### src/rtl/jtag_pkg.sv
// Shared types for the button-stepped TAP controller: TAP state encodings
// and the BYPASS instruction helper.
package jtag_pkg;

    typedef enum logic [3:0] {
        TLR      = 4'h0,
        RTI      = 4'h1,
        SEL_DR   = 4'h2,
        CAP_DR   = 4'h3,
        SH_DR    = 4'h4,
        EX1_DR   = 4'h5,
        PAUSE_DR = 4'h6,
        EX2_DR   = 4'h7,
        UPD_DR   = 4'h8,
        SEL_IR   = 4'h9,
        CAP_IR   = 4'hA,
        SH_IR    = 4'hB,
        EX1_IR   = 4'hC,
        PAUSE_IR = 4'hD,
        EX2_IR   = 4'hE,
        UPD_IR   = 4'hF
    } tap_state_t;

    localparam int unsigned MAX_REG_W = 64;

    // All-ones instruction of the requested width; callers cast to their IR width.
    function automatic logic [MAX_REG_W-1:0] BYPASS_INSTR(input int unsigned width);
        return {MAX_REG_W{1'b1}} >> (MAX_REG_W - width);
    endfunction

endpackage

### src/rtl/jtag_tap_stepper_if.sv
// Step/TMS/TDI inputs and display outputs of the stepped TAP, as one bundle.
interface jtag_tap_stepper_if
    import jtag_pkg::*;
#(
    parameter int unsigned IR_W = 4,
    parameter int unsigned DR_W = 8
);
    logic            step;
    logic            tms;
    logic            tdi;
    logic            tdo;
    tap_state_t      state;
    logic [IR_W-1:0] ir;
    logic [DR_W-1:0] dr;
    logic            upd_dr;

    modport master (
        output step, tms, tdi,
        input  tdo, state, ir, dr, upd_dr
    );

    modport slave (
        input  step, tms, tdi,
        output tdo, state, ir, dr, upd_dr
    );
endinterface

### src/rtl/jtag_tap_fsm.sv
// 16-state IEEE 1149.1 TAP state register, advanced once per step pulse.
// ns is the state the next step would enter, exported for the datapath.
module jtag_tap_fsm
    import jtag_pkg::*;
(
    input  logic       clk,
    input  logic       reset_n,
    input  logic       step,
    input  logic       tms,
    output tap_state_t state,
    output tap_state_t ns
);

    tap_state_t state_q;
    tap_state_t state_d;

    always_comb begin
        state_d = state_q;
        case (state_q)
            TLR:      state_d = tms ? TLR      : RTI;
            RTI:      state_d = tms ? SEL_DR   : RTI;
            SEL_DR:   state_d = tms ? SEL_IR   : CAP_DR;
            CAP_DR:   state_d = tms ? EX1_DR   : SH_DR;
            SH_DR:    state_d = tms ? EX1_DR   : SH_DR;
            EX1_DR:   state_d = tms ? UPD_DR   : PAUSE_DR;
            PAUSE_DR: state_d = tms ? EX2_DR   : PAUSE_DR;
            EX2_DR:   state_d = tms ? UPD_DR   : SH_DR;
            UPD_DR:   state_d = tms ? SEL_DR   : RTI;
            SEL_IR:   state_d = tms ? TLR      : CAP_IR;
            CAP_IR:   state_d = tms ? EX1_IR   : SH_IR;
            SH_IR:    state_d = tms ? EX1_IR   : SH_IR;
            EX1_IR:   state_d = tms ? UPD_IR   : PAUSE_IR;
            PAUSE_IR: state_d = tms ? EX2_IR   : PAUSE_IR;
            EX2_IR:   state_d = tms ? UPD_IR   : SH_IR;
            UPD_IR:   state_d = tms ? SEL_DR   : RTI;
            default:  state_d = TLR;
        endcase
    end

    // NOTE: clocked state uses <= so every register samples pre-edge values.
    always_ff @(posedge clk) begin
        if (!reset_n) begin
            state_q <= TLR;
        end else if (step) begin
            state_q <= state_d;
        end
    end

    assign state = state_q;
    assign ns    = state_d;

endmodule

### src/rtl/jtag_tap_stepper.sv
// Button-stepped TAP controller: each step pulse is one TCK rising edge that
// advances the TAP FSM and captures/shifts/updates the IR, user DR or bypass bit.
module jtag_tap_stepper
    import jtag_pkg::*;
#(
    parameter int unsigned IR_W = 4,
    parameter int unsigned DR_W = 8
)
(
    input  logic                  clk,
    input  logic                  reset_n,
    jtag_tap_stepper_if.slave     tap_if
);

    localparam logic [IR_W-1:0] BYPASS = IR_W'(BYPASS_INSTR(IR_W));

    tap_state_t state;
    tap_state_t ns;

    logic [IR_W-1:0] ir_q,    ir_d;
    logic [IR_W-1:0] ir_sr_q, ir_sr_d;
    logic [DR_W-1:0] dr_q,    dr_d;
    logic [DR_W-1:0] dr_sr_q, dr_sr_d;
    logic            bypass_q, bypass_d;
    logic            tdo_q,    tdo_d;
    logic            upd_dr_q, upd_dr_d;
    logic            is_bypass;

    jtag_tap_fsm u_fsm (
        .clk     (clk),
        .reset_n (reset_n),
        .step    (tap_if.step),
        .tms     (tap_if.tms),
        .state   (state),
        .ns      (ns)
    );

    assign is_bypass = (ir_q == BYPASS);

    // Capture/shift act on the state left by this step; updates on the state entered.
    always_comb begin
        // NOTE: every target gets a default first so no path infers a latch.
        ir_d     = ir_q;
        ir_sr_d  = ir_sr_q;
        dr_d     = dr_q;
        dr_sr_d  = dr_sr_q;
        bypass_d = bypass_q;
        tdo_d    = tdo_q;
        upd_dr_d = 1'b0;

        if (tap_if.step) begin
            case (state)
                CAP_IR: ir_sr_d = IR_W'(2'b01);
                CAP_DR: begin
                    if (is_bypass) bypass_d = 1'b0;
                    else           dr_sr_d  = dr_q;
                end
                SH_IR: begin
                    tdo_d   = ir_sr_q[0];
                    ir_sr_d = {tap_if.tdi, ir_sr_q[IR_W-1:1]};
                end
                SH_DR: begin
                    if (is_bypass) begin
                        tdo_d    = bypass_q;
                        bypass_d = tap_if.tdi;
                    end else begin
                        tdo_d   = dr_sr_q[0];
                        dr_sr_d = {tap_if.tdi, dr_sr_q[DR_W-1:1]};
                    end
                end
                default: ;
            endcase

            if (ns == UPD_IR) begin
                ir_d = ir_sr_q;
            end
            if (ns == UPD_DR && !is_bypass) begin
                dr_d     = dr_sr_q;
                upd_dr_d = 1'b1;
            end
            if (ns == TLR) begin
                ir_d = BYPASS;
            end
        end
    end

    always_ff @(posedge clk) begin
        if (!reset_n) begin
            ir_q     <= BYPASS;
            ir_sr_q  <= '0;
            dr_q     <= '0;
            dr_sr_q  <= '0;
            bypass_q <= 1'b0;
            tdo_q    <= 1'b0;
            upd_dr_q <= 1'b0;
        end else begin
            ir_q     <= ir_d;
            ir_sr_q  <= ir_sr_d;
            dr_q     <= dr_d;
            dr_sr_q  <= dr_sr_d;
            bypass_q <= bypass_d;
            tdo_q    <= tdo_d;
            upd_dr_q <= upd_dr_d;
        end
    end

    assign tap_if.state  = state;
    assign tap_if.ir     = ir_q;
    assign tap_if.dr     = dr_q;
    assign tap_if.tdo    = tdo_q;
    assign tap_if.upd_dr = upd_dr_q;

endmodule

### src/flat_wrapper.sv
// flat-port wrapper written by rule: the top's interface ports become plain ports
module jtag_tap_stepper_flat import jtag_pkg::*;
#(
    parameter int unsigned IR_W = 4,
    parameter int unsigned DR_W = 8
)
  (clk, reset_n, tap_if_step, tap_if_tms, tap_if_tdi, tap_if_tdo, tap_if_state, tap_if_ir, tap_if_dr, tap_if_upd_dr);
  jtag_tap_stepper_if #(.IR_W(IR_W), .DR_W(DR_W)) tap_if_i ();
  input  logic clk;
  input  logic reset_n;
  input wire logic [$bits(tap_if_i.step)-1:0] tap_if_step;
  input wire logic [$bits(tap_if_i.tms)-1:0] tap_if_tms;
  input wire logic [$bits(tap_if_i.tdi)-1:0] tap_if_tdi;
  output wire logic [$bits(tap_if_i.tdo)-1:0] tap_if_tdo;
  output wire logic [$bits(tap_if_i.state)-1:0] tap_if_state;
  output wire logic [$bits(tap_if_i.ir)-1:0] tap_if_ir;
  output wire logic [$bits(tap_if_i.dr)-1:0] tap_if_dr;
  output wire logic [$bits(tap_if_i.upd_dr)-1:0] tap_if_upd_dr;
  assign tap_if_i.step = tap_if_step;
  assign tap_if_i.tms = tap_if_tms;
  assign tap_if_i.tdi = tap_if_tdi;
  assign tap_if_tdo = tap_if_i.tdo;
  assign tap_if_state = tap_if_i.state;
  assign tap_if_ir = tap_if_i.ir;
  assign tap_if_dr = tap_if_i.dr;
  assign tap_if_upd_dr = tap_if_i.upd_dr;
  jtag_tap_stepper #(.IR_W(IR_W), .DR_W(DR_W)) u_core (.clk(clk), .reset_n(reset_n), .tap_if(tap_if_i));
endmodule
### config.mk
export PLATFORM = sky130hd
export DESIGN_NAME = jtag_tap_stepper_flat
export DESIGN_NICKNAME = d
export VERILOG_FILES = /design/src/rtl/jtag_pkg.sv /design/src/rtl/jtag_tap_stepper_if.sv /design/src/rtl/jtag_tap_fsm.sv /design/src/rtl/jtag_tap_stepper.sv /design/src/flat_wrapper.sv
export SDC_FILE = /design/constraint.sdc
export NUM_CORES = 1
export LEC_CHECK = 0
export BUFFER_PORTS_ARGS = -buffer_cell sky130_fd_sc_hd__buf_2
export CORE_ASPECT_RATIO = 1.25
export CORE_MARGIN = 5
export CORE_UTILIZATION = 58
export CTS_BUF_LIST = sky130_fd_sc_hd__clkbuf_4
export DETAILED_ROUTE_END_ITERATION = 7
export GPL_TIMING_DRIVEN = 0
export PLACE_DENSITY = 0.83
export SETUP_SLACK_MARGIN = 0.15
export SLEW_MARGIN = 20
export SYNTH_ARGS = -nofsm -noshare
export SYNTH_HDL_FRONTEND = slang
export SYNTH_SLANG_ARGS = --single-unit
### constraint.sdc
create_clock -name clk -period 1.8 [get_ports clk]
set_input_delay 0.27 -clock clk [delete_from_list [all_inputs] [get_ports clk]]
set_output_delay 0.27 -clock clk [all_outputs]
set_load 0.02 [all_outputs]
==> results of run 1 <==
## sequential cells by signal (all words and copies together) (netlist names)
| signal | cells |
|---|---|
| u_core.dr_sr_q | 8 |
| u_core.tap_if.dr | 8 |
| u_core.ir_sr_q | 4 |
| u_core.tap_if.ir | 4 |
| u_core.u_fsm.state | 4 |
| u_core.bypass_q | 1 |
| u_core.tap_if.tdo | 1 |
| u_core.tap_if.upd_dr | 1 |
## layer usage
layer | routed length [um] | track usage
met1 | 1585 | 0.2351
met2 | 2085 | 0.4090
met3 | 221 | 0.06038
met4 | 111 | 0.1128
met5 | 0 | 0
## Yosys cell counts (4+ instances only)
cell type   n  area, um2
a21oi_1     6      30.03
a31oi_1     4      25.02
nor2_1      9      33.78
buf_2       5      25.02
o21ai_0    10      50.05
nor2b_1    11      68.82
dfxtp_1    31      620.6
mux2i_1    20      200.2
clkbuf_1    6      22.52
nand3_1     5      25.02
o211a_1    10      100.1
nand2_1    16      60.06
## logic make-up after synthesis
group	after synthesis	synth area share
compound gates	41	0.1915
xor+xnor	1	0.005539
buf+inv	18	0.05380
flops	31	0.3924
mux	20	0.1266
simple gates	65	0.2302
## worst max path at each step
stage / from / endpoint / slack [ns] / cells after the start
after detailed placement: u_core.u_fsm.state[3]$_SDFFE_PN0P_ / u_core.dr_sr_q[6]$_SDFFE_PN0P_ / 0.03 / 6
after CTS: u_core.u_fsm.state[1]$_SDFFE_PN0P_ / u_core.dr_sr_q[4]$_SDFFE_PN0P_ / 0.12 / 5
final: u_core.u_fsm.state[2]$_SDFFE_PN0P_ / u_core.dr_sr_q[2]$_SDFFE_PN0P_ / 0.17 / 7
after global placement: u_core.u_fsm.state[2]$_SDFFE_PN0P_ / u_core.dr_sr_q[3]$_SDFFE_PN0P_ / 0.07 / 6
after floorplan: u_core.u_fsm.state[2]$_SDFFE_PN0P_ / u_core.dr_sr_q[2]$_SDFFE_PN0P_ / 0.15 / 6
after global routing: u_core.u_fsm.state[2]$_SDFFE_PN0P_ / u_core.dr_sr_q[4]$_SDFFE_PN0P_ / 0.11 / 7
## worst max-delay path: cells and delay by family, from the launching register on
kind,cells,cell delay (ns)
and+or+nand+nor,2,0.45
buffers and inverters,3,0.43
DFF,1,0.34
AOI/OAI and AO/OA,2,0.31
## power groups by stage
| stage | sequential (mW) | clock [mW] | combinational (mW) |
|---|---|---|---|
| 5_1_grt | 0.698 | 0.427 | 0.112 |
| 3_3_place_gp | 0.710 | 0 | 0.0934 |
| 2_1_floorplan | 0.714 | 0 | 0.0646 |
| 6_report | 0.696 | 0.377 | 0.103 |
| 3_5_place_dp | 0.711 | 0 | 0.0973 |
| 4_1_cts | 0.696 | 0.381 | 0.0992 |
## final cells by class
class                           instances  area (um2)  area share
Multi-Input combinational cell        127       910.9      0.4786
Sequential cell                        31       625.6      0.3287
Timing Repair Buffer                   29       173.9     0.09139
Buffer                                 15       93.84     0.04931
Clock buffer                            6       45.04     0.02367
Tap cell                               34       42.54     0.02235
Inverter                                3       11.26    0.005917
## stage by stage
step | area [um2] | util | setup slack, ns | cells
detailed placement | 1739 | 0.6554 | 0.03419 | 232
finish | 1903 | 0.7171 | 0.1743 | 245
CTS | 1832 | 0.6902 | 0.1233 | 243
global route | 1903 | 0.7171 | 0.1077 | 245
floorplan | 1587 | - | 0.1522 | 176
global placement | 1739 | 0.6554 | 0.06902 | 232
## repair_timing
item,4_1_cts,5_1_grt
pin swaps,1,2
buffers inserted,3,2
gates cloned,2,0
resized for setup,6,23
setup endpoints to repair,17,25
==> impl_metrics.tcl, run 1 <==
set metrics [dict create \
    reg2reg_to "u_core.dr_sr_q[2]$_SDFFE_PN0P_" \
    rsz0062_at_grt "true" \
    antenna_found_initial 0 \
    grt_use_total 0.2231 \
    hp-class "primary input to flip-flop" \
    die_x_um 56.71 \
    drtIter0Drc 75 \
    p_switching_mw 0.2944 \
    async_reset_ff_frac 0 \
    path_clk_slew_ns 0.09 \
    drcViolationCount 0 \
    ys_ff_latch 31 \
    switching_share 0.2504 \
    fmax_mhz 615.1 \
    leakage_nw 0.8445 \
    cp_data_required_time_ns 2.03 \
    ant_nets 0 \
    rrSetupSlack_ns 0.17 \
    ctsHoldBuffers 0 \
    dieArea_mm2 0.003877 \
    io_buffer_count 22 \
    hold_end "u_core.ir_sr_q[3]$_SDFFE_PN0P_" \
    worstHoldStart "tap_if_tdi" \
    syn2layout_area_growth_pct 20.33 \
    clk_latency_ns 0.33 \
    wirelength_um 4003 \
    path_cells "buf_6 -> or3b_4 -> a211oi_4 -> buf_4 -> buf_6 -> nand2_2 -> o211a_1" \
    layout.nets 217 \
    root_buffer "clkbuf_4" \
    syn-num-nets 181 \
    syn_avg_cell_area_um2 8.986 \
    antenna_cells 0 \
    slowest_stage "or3b_4" \
    cts_tree "yes" \
    cap_violations 0 \
    drive_gt1_frac 0.2844 \
    grt_overflow 0 \
    syn_area_mm2 0.001582 \
    vias 1478 \
    setup_viol 0 \
    cts_max_path_buffers 2 \
    crit_path_max_incr_delay_ns 0.40 \
    tightest_slew_ns 0.4756 \
    p_per_area_mw_per_mm2 617.9 \
    cp-start-kind "flip-flop" \
    power.share.combinational 0.087 \
    power_mw 1.176 \
    fin_setup_tns_ns 0 \
    synthDistinctLibCells 38 \
    skew_ns 0.007924 \
    grt_pass1_vias 1400 \
    r2r-start "u_core.u_fsm.state[2]$_SDFFE_PN0P_" \
    peakVddDrop_v 0.0005425 \
    synth_flop_cell "dfxtp_1" \
    slew_headroom 0.6829 \
    final_cell_mix "dfxtp_1, buf_2, mux2i_1, nand2_1, nor2b_1" \
    post-dp-hpwl_um 2618 \
    detail_route.vias_per_cell 6.033 \
    holdPathStages 3 \
    fin_hold_ws_ns 0.2596 \
    cts_buffers 5 \
    yosysSeqAreaShare 0.3924 \
    final_common_cell "dfxtp_1" \
    num_rows 21 \
    n_fill_cell 217 \
    coreArea_mm2 0.002654 \
    ys_warn_count 0 \
    die_y_um 68.38 \
    reg2reg_depth 7 \
    slew_violations 0 \
    syn_inst 176 \
    period_needed_ns 1.626 \
    crit_path_max_fanout 5 \
    wl_per_cell_um 16.34 \
    cp-end-kind "flip-flop" \
    start_util 0.5959 \
    outcome "complete, no violations" \
    crit_arrival_ns 1.85 \
    path_common_cell "buf_6" \
    grt_max_degree 11 \
    ios 23 \
    gp_congestion 0.8436 \
    pwr-share-seq 0.592 \
    grt_pass1_wl_um 6506 \
    synth-edff-count 0 \
    h-tree-depth 2 \
    post-route-period-util 0.9032 \
    p_int_mw 0.8814 \
    clkSinkCount 31 \
    drt_first_pass_iters 4 \
    crit_type "flip-flop to flip-flop" \
    hold_violations 0 \
    clkPwrFrac 0.321 \
]
Note: power is estimated with default switching activity, not from simulation.
==> run 2, diff against run 1 <==
--- a/config.mk
+++ b/config.mk
@@ -7,7 +7,7 @@
 export LEC_CHECK = 0
 export BUFFER_PORTS_ARGS = -buffer_cell sky130_fd_sc_hd__buf_2
 export CORE_ASPECT_RATIO = 1.25
-export CORE_MARGIN = 5
+export CORE_MARGIN = 2
 export CORE_UTILIZATION = 58
 export CTS_BUF_LIST = sky130_fd_sc_hd__clkbuf_4
 export DETAILED_ROUTE_END_ITERATION = 7
==> run 2 against run 1 <==
Effect of this change: sequential share of layout area is 0.087 points lower; final cell count is 0.82% higher; critical path type unchanged; count of clock-buffer cells in the layout did not move; total power rose by 2.7%; routed wire length is 6.6% lower; cell area barely moved; via count shrank 2.3%; non-clock buffer count is the same; setup slack got worse by 0.016 ns; clock skew grew 0.0021 ns; worst hold slack got worse by 0.0086 ns; utilization up 0.76 points.
==> impl_metrics.tcl, run 2 (synthesized netlist as in run 1, its figures left out) <==
set metrics [dict create \
    fin_area_mm2 0.001904 \
    path_cells "buf_6 -> or3b_4 -> a211oi_4 -> buf_2 -> o211a_1" \
    antenna_found_initial 0 \
    die_y_um 62.38 \
    cp-end-kind "flip-flop" \
    skew_ns 0.01003 \
    slew_violations 0 \
    worstHoldStart "reset_n" \
    grt_overflow 0 \
    cp_data_required_time_ns 2.08 \
    tightest_slew_ns 0.4442 \
    hold_end "u_core.tap_if.tdo$_SDFFE_PN0P_" \
    path_depth 5 \
    peakVddDrop_v 0.0005831 \
    detail_route.vias_per_cell 5.846 \
    path_buf_inv 2 \
    post-dp-hpwl_um 2466 \
    r2r-start "u_core.u_fsm.state[2]$_SDFFE_PN0P_" \
    hp-class "primary input to flip-flop" \
    ant_nets 0 \
    drive_gt1_frac 0.2676 \
    dieArea_mm2 0.003163 \
    drtIter0Drc 56 \
    crit_path_max_fanout 8 \
    slowest_stage "or3b_4" \
    io_buffer_count 22 \
    crit_path_max_incr_delay_ns 0.40 \
    drt_first_pass_iters 6 \
    root_buffer "clkbuf_4" \
    cp-start-kind "flip-flop" \
    cpLargestDelayFamily "compound AO/OA/AOI/OAI gates" \
    holdPathStages 2 \
    grt_pass1_wl_um 5989 \
    final_cell_mix "dfxtp_1, buf_2, mux2i_1, nand2_1, nor2b_1" \
    leakage_nw 0.8447 \
    reg2reg_to "u_core.dr_sr_q[2]$_SDFFE_PN0P_" \
    crit_type "flip-flop to flip-flop" \
    antenna_cells 0 \
    num_rows 21 \
    crit_arrival_ns 1.92 \
    coreArea_mm2 0.002628 \
    syn2layout_area_growth_pct 20.41 \
    grt_use_total 0.2483 \
    rsz0062_at_grt "true" \
    drcViolationCount 0 \
    fmax_mhz 609.2 \
    clk_latency_ns 0.34 \
    cts_tree "yes" \
    wirelength_um 3738 \
    ios 23 \
    fin_hold_ws_ns 0.2510 \
    layout.nets 217 \
    power_mw 1.207 \
    slew_headroom 0.7039 \
    wl_per_cell_um 15.13 \
    reg2reg_depth 5 \
    grt_max_degree 11 \
    die_x_um 50.71 \
    cts_buffers 5 \
    fin_setup_tns_ns 0 \
    vias 1444 \
    dpl-instance-area_mm2 0.001739 \
    h-tree-depth 2 \
    p_per_area_mw_per_mm2 633.9 \
    clkSinkCount 31 \
    hold_violations 0 \
    start_util 0.6019 \
    final_common_cell "dfxtp_1" \
    final_util 0.7248 \
    cap_violations 0 \
    period_needed_ns 1.641 \
    ctsHoldBuffers 0 \
    rrSetupSlack_ns 0.16 \
    gp_congestion 0.8406 \
    post-route-period-util 0.9119 \
    grt_pass1_vias 1366 \
    cts_max_path_buffers 2 \
    setup_viol 0 \
    outcome "complete, no violations" \
    path_clk_slew_ns 0.10 \
]
==> run 2: cell types whose count changed in the layout (fill, tap and decap cells not counted), sizes merged <==
cell / change
clkinv: +1
clkbuf: +2
clkinvlp: +1
buf: -2
==> run 2: repair_timing <==
item | 4_1_cts | 5_1_grt
pin swaps | 1 | 3
endpoints found under the setup margin | 17 | 26
resized for setup | 2 | 20
setup buffers | 1 | 3
cloned | 0 | 3
==> run 2: how the worst max path moves through the flow <==
stage	startpoint	end	slack, ns
3_3_place_gp	u_core.u_fsm.state[2]$_SDFFE_PN0P_	u_core.dr_sr_q[2]$_SDFFE_PN0P_	0.07
6_report	u_core.u_fsm.state[2]$_SDFFE_PN0P_	u_core.dr_sr_q[2]$_SDFFE_PN0P_	0.16
5_1_grt	u_core.u_fsm.state[2]$_SDFFE_PN0P_	u_core.dr_sr_q[4]$_SDFFE_PN0P_	0.1
2_1_floorplan	u_core.u_fsm.state[2]$_SDFFE_PN0P_	u_core.dr_sr_q[2]$_SDFFE_PN0P_	0.15
3_5_place_dp	u_core.u_fsm.state[2]$_SDFFE_PN0P_	u_core.dr_sr_q[3]$_SDFFE_PN0P_	0.05
4_1_cts	u_core.u_fsm.state[2]$_SDFFE_PN0P_	u_core.dr_sr_q[3]$_SDFFE_PN0P_	0.12
==> run 2: worst reg2reg max path: cells and delay by family (launching register included) <==
family / cells / cell delay [ns]
AO/OA/AOI/OAI: 2 / 0.50
buffers and inverters: 2 / 0.36
flip-flops: 1 / 0.34
AND/OR/NAND/NOR: 1 / 0.40
==> run 2: routing by layer <==
metal | GRT usage | wire length, um | vias up
li1 | - | - | 702
met5 | 0 | 0 | -
met1 | 0.2877 | 1506 | 685
met3 | 0.05742 | 211 | 6
met4 | 0.1520 | 57 | 0
met2 | 0.4063 | 1963 | 51
==> run 2: power by group <==
group | switching, mW | internal, mW
sequential | 0.00634 | 0.690
combinational | 0.0660 | 0.0393
clock | 0.241 | 0.165
==> run 2: stage by stage <==
step	worst slack, ns	cells
after global placement	0.06989	232
after floorplan	0.1522	176
after detailed placement	0.05290	232
after CTS	0.1224	241
final	0.1585	247
after global routing	0.09941	247
==> run 2: cell type report <==
cell class	count	area (um2)
multi-input combinational	127	907.1
fill	224	723.2
sequential	31	624.3
timing repair buffer	29	165.2
buffer	15	96.34
clock buffer	6	45.04
tap	34	42.54
clock inverter	2	12.51
inverter	3	11.26
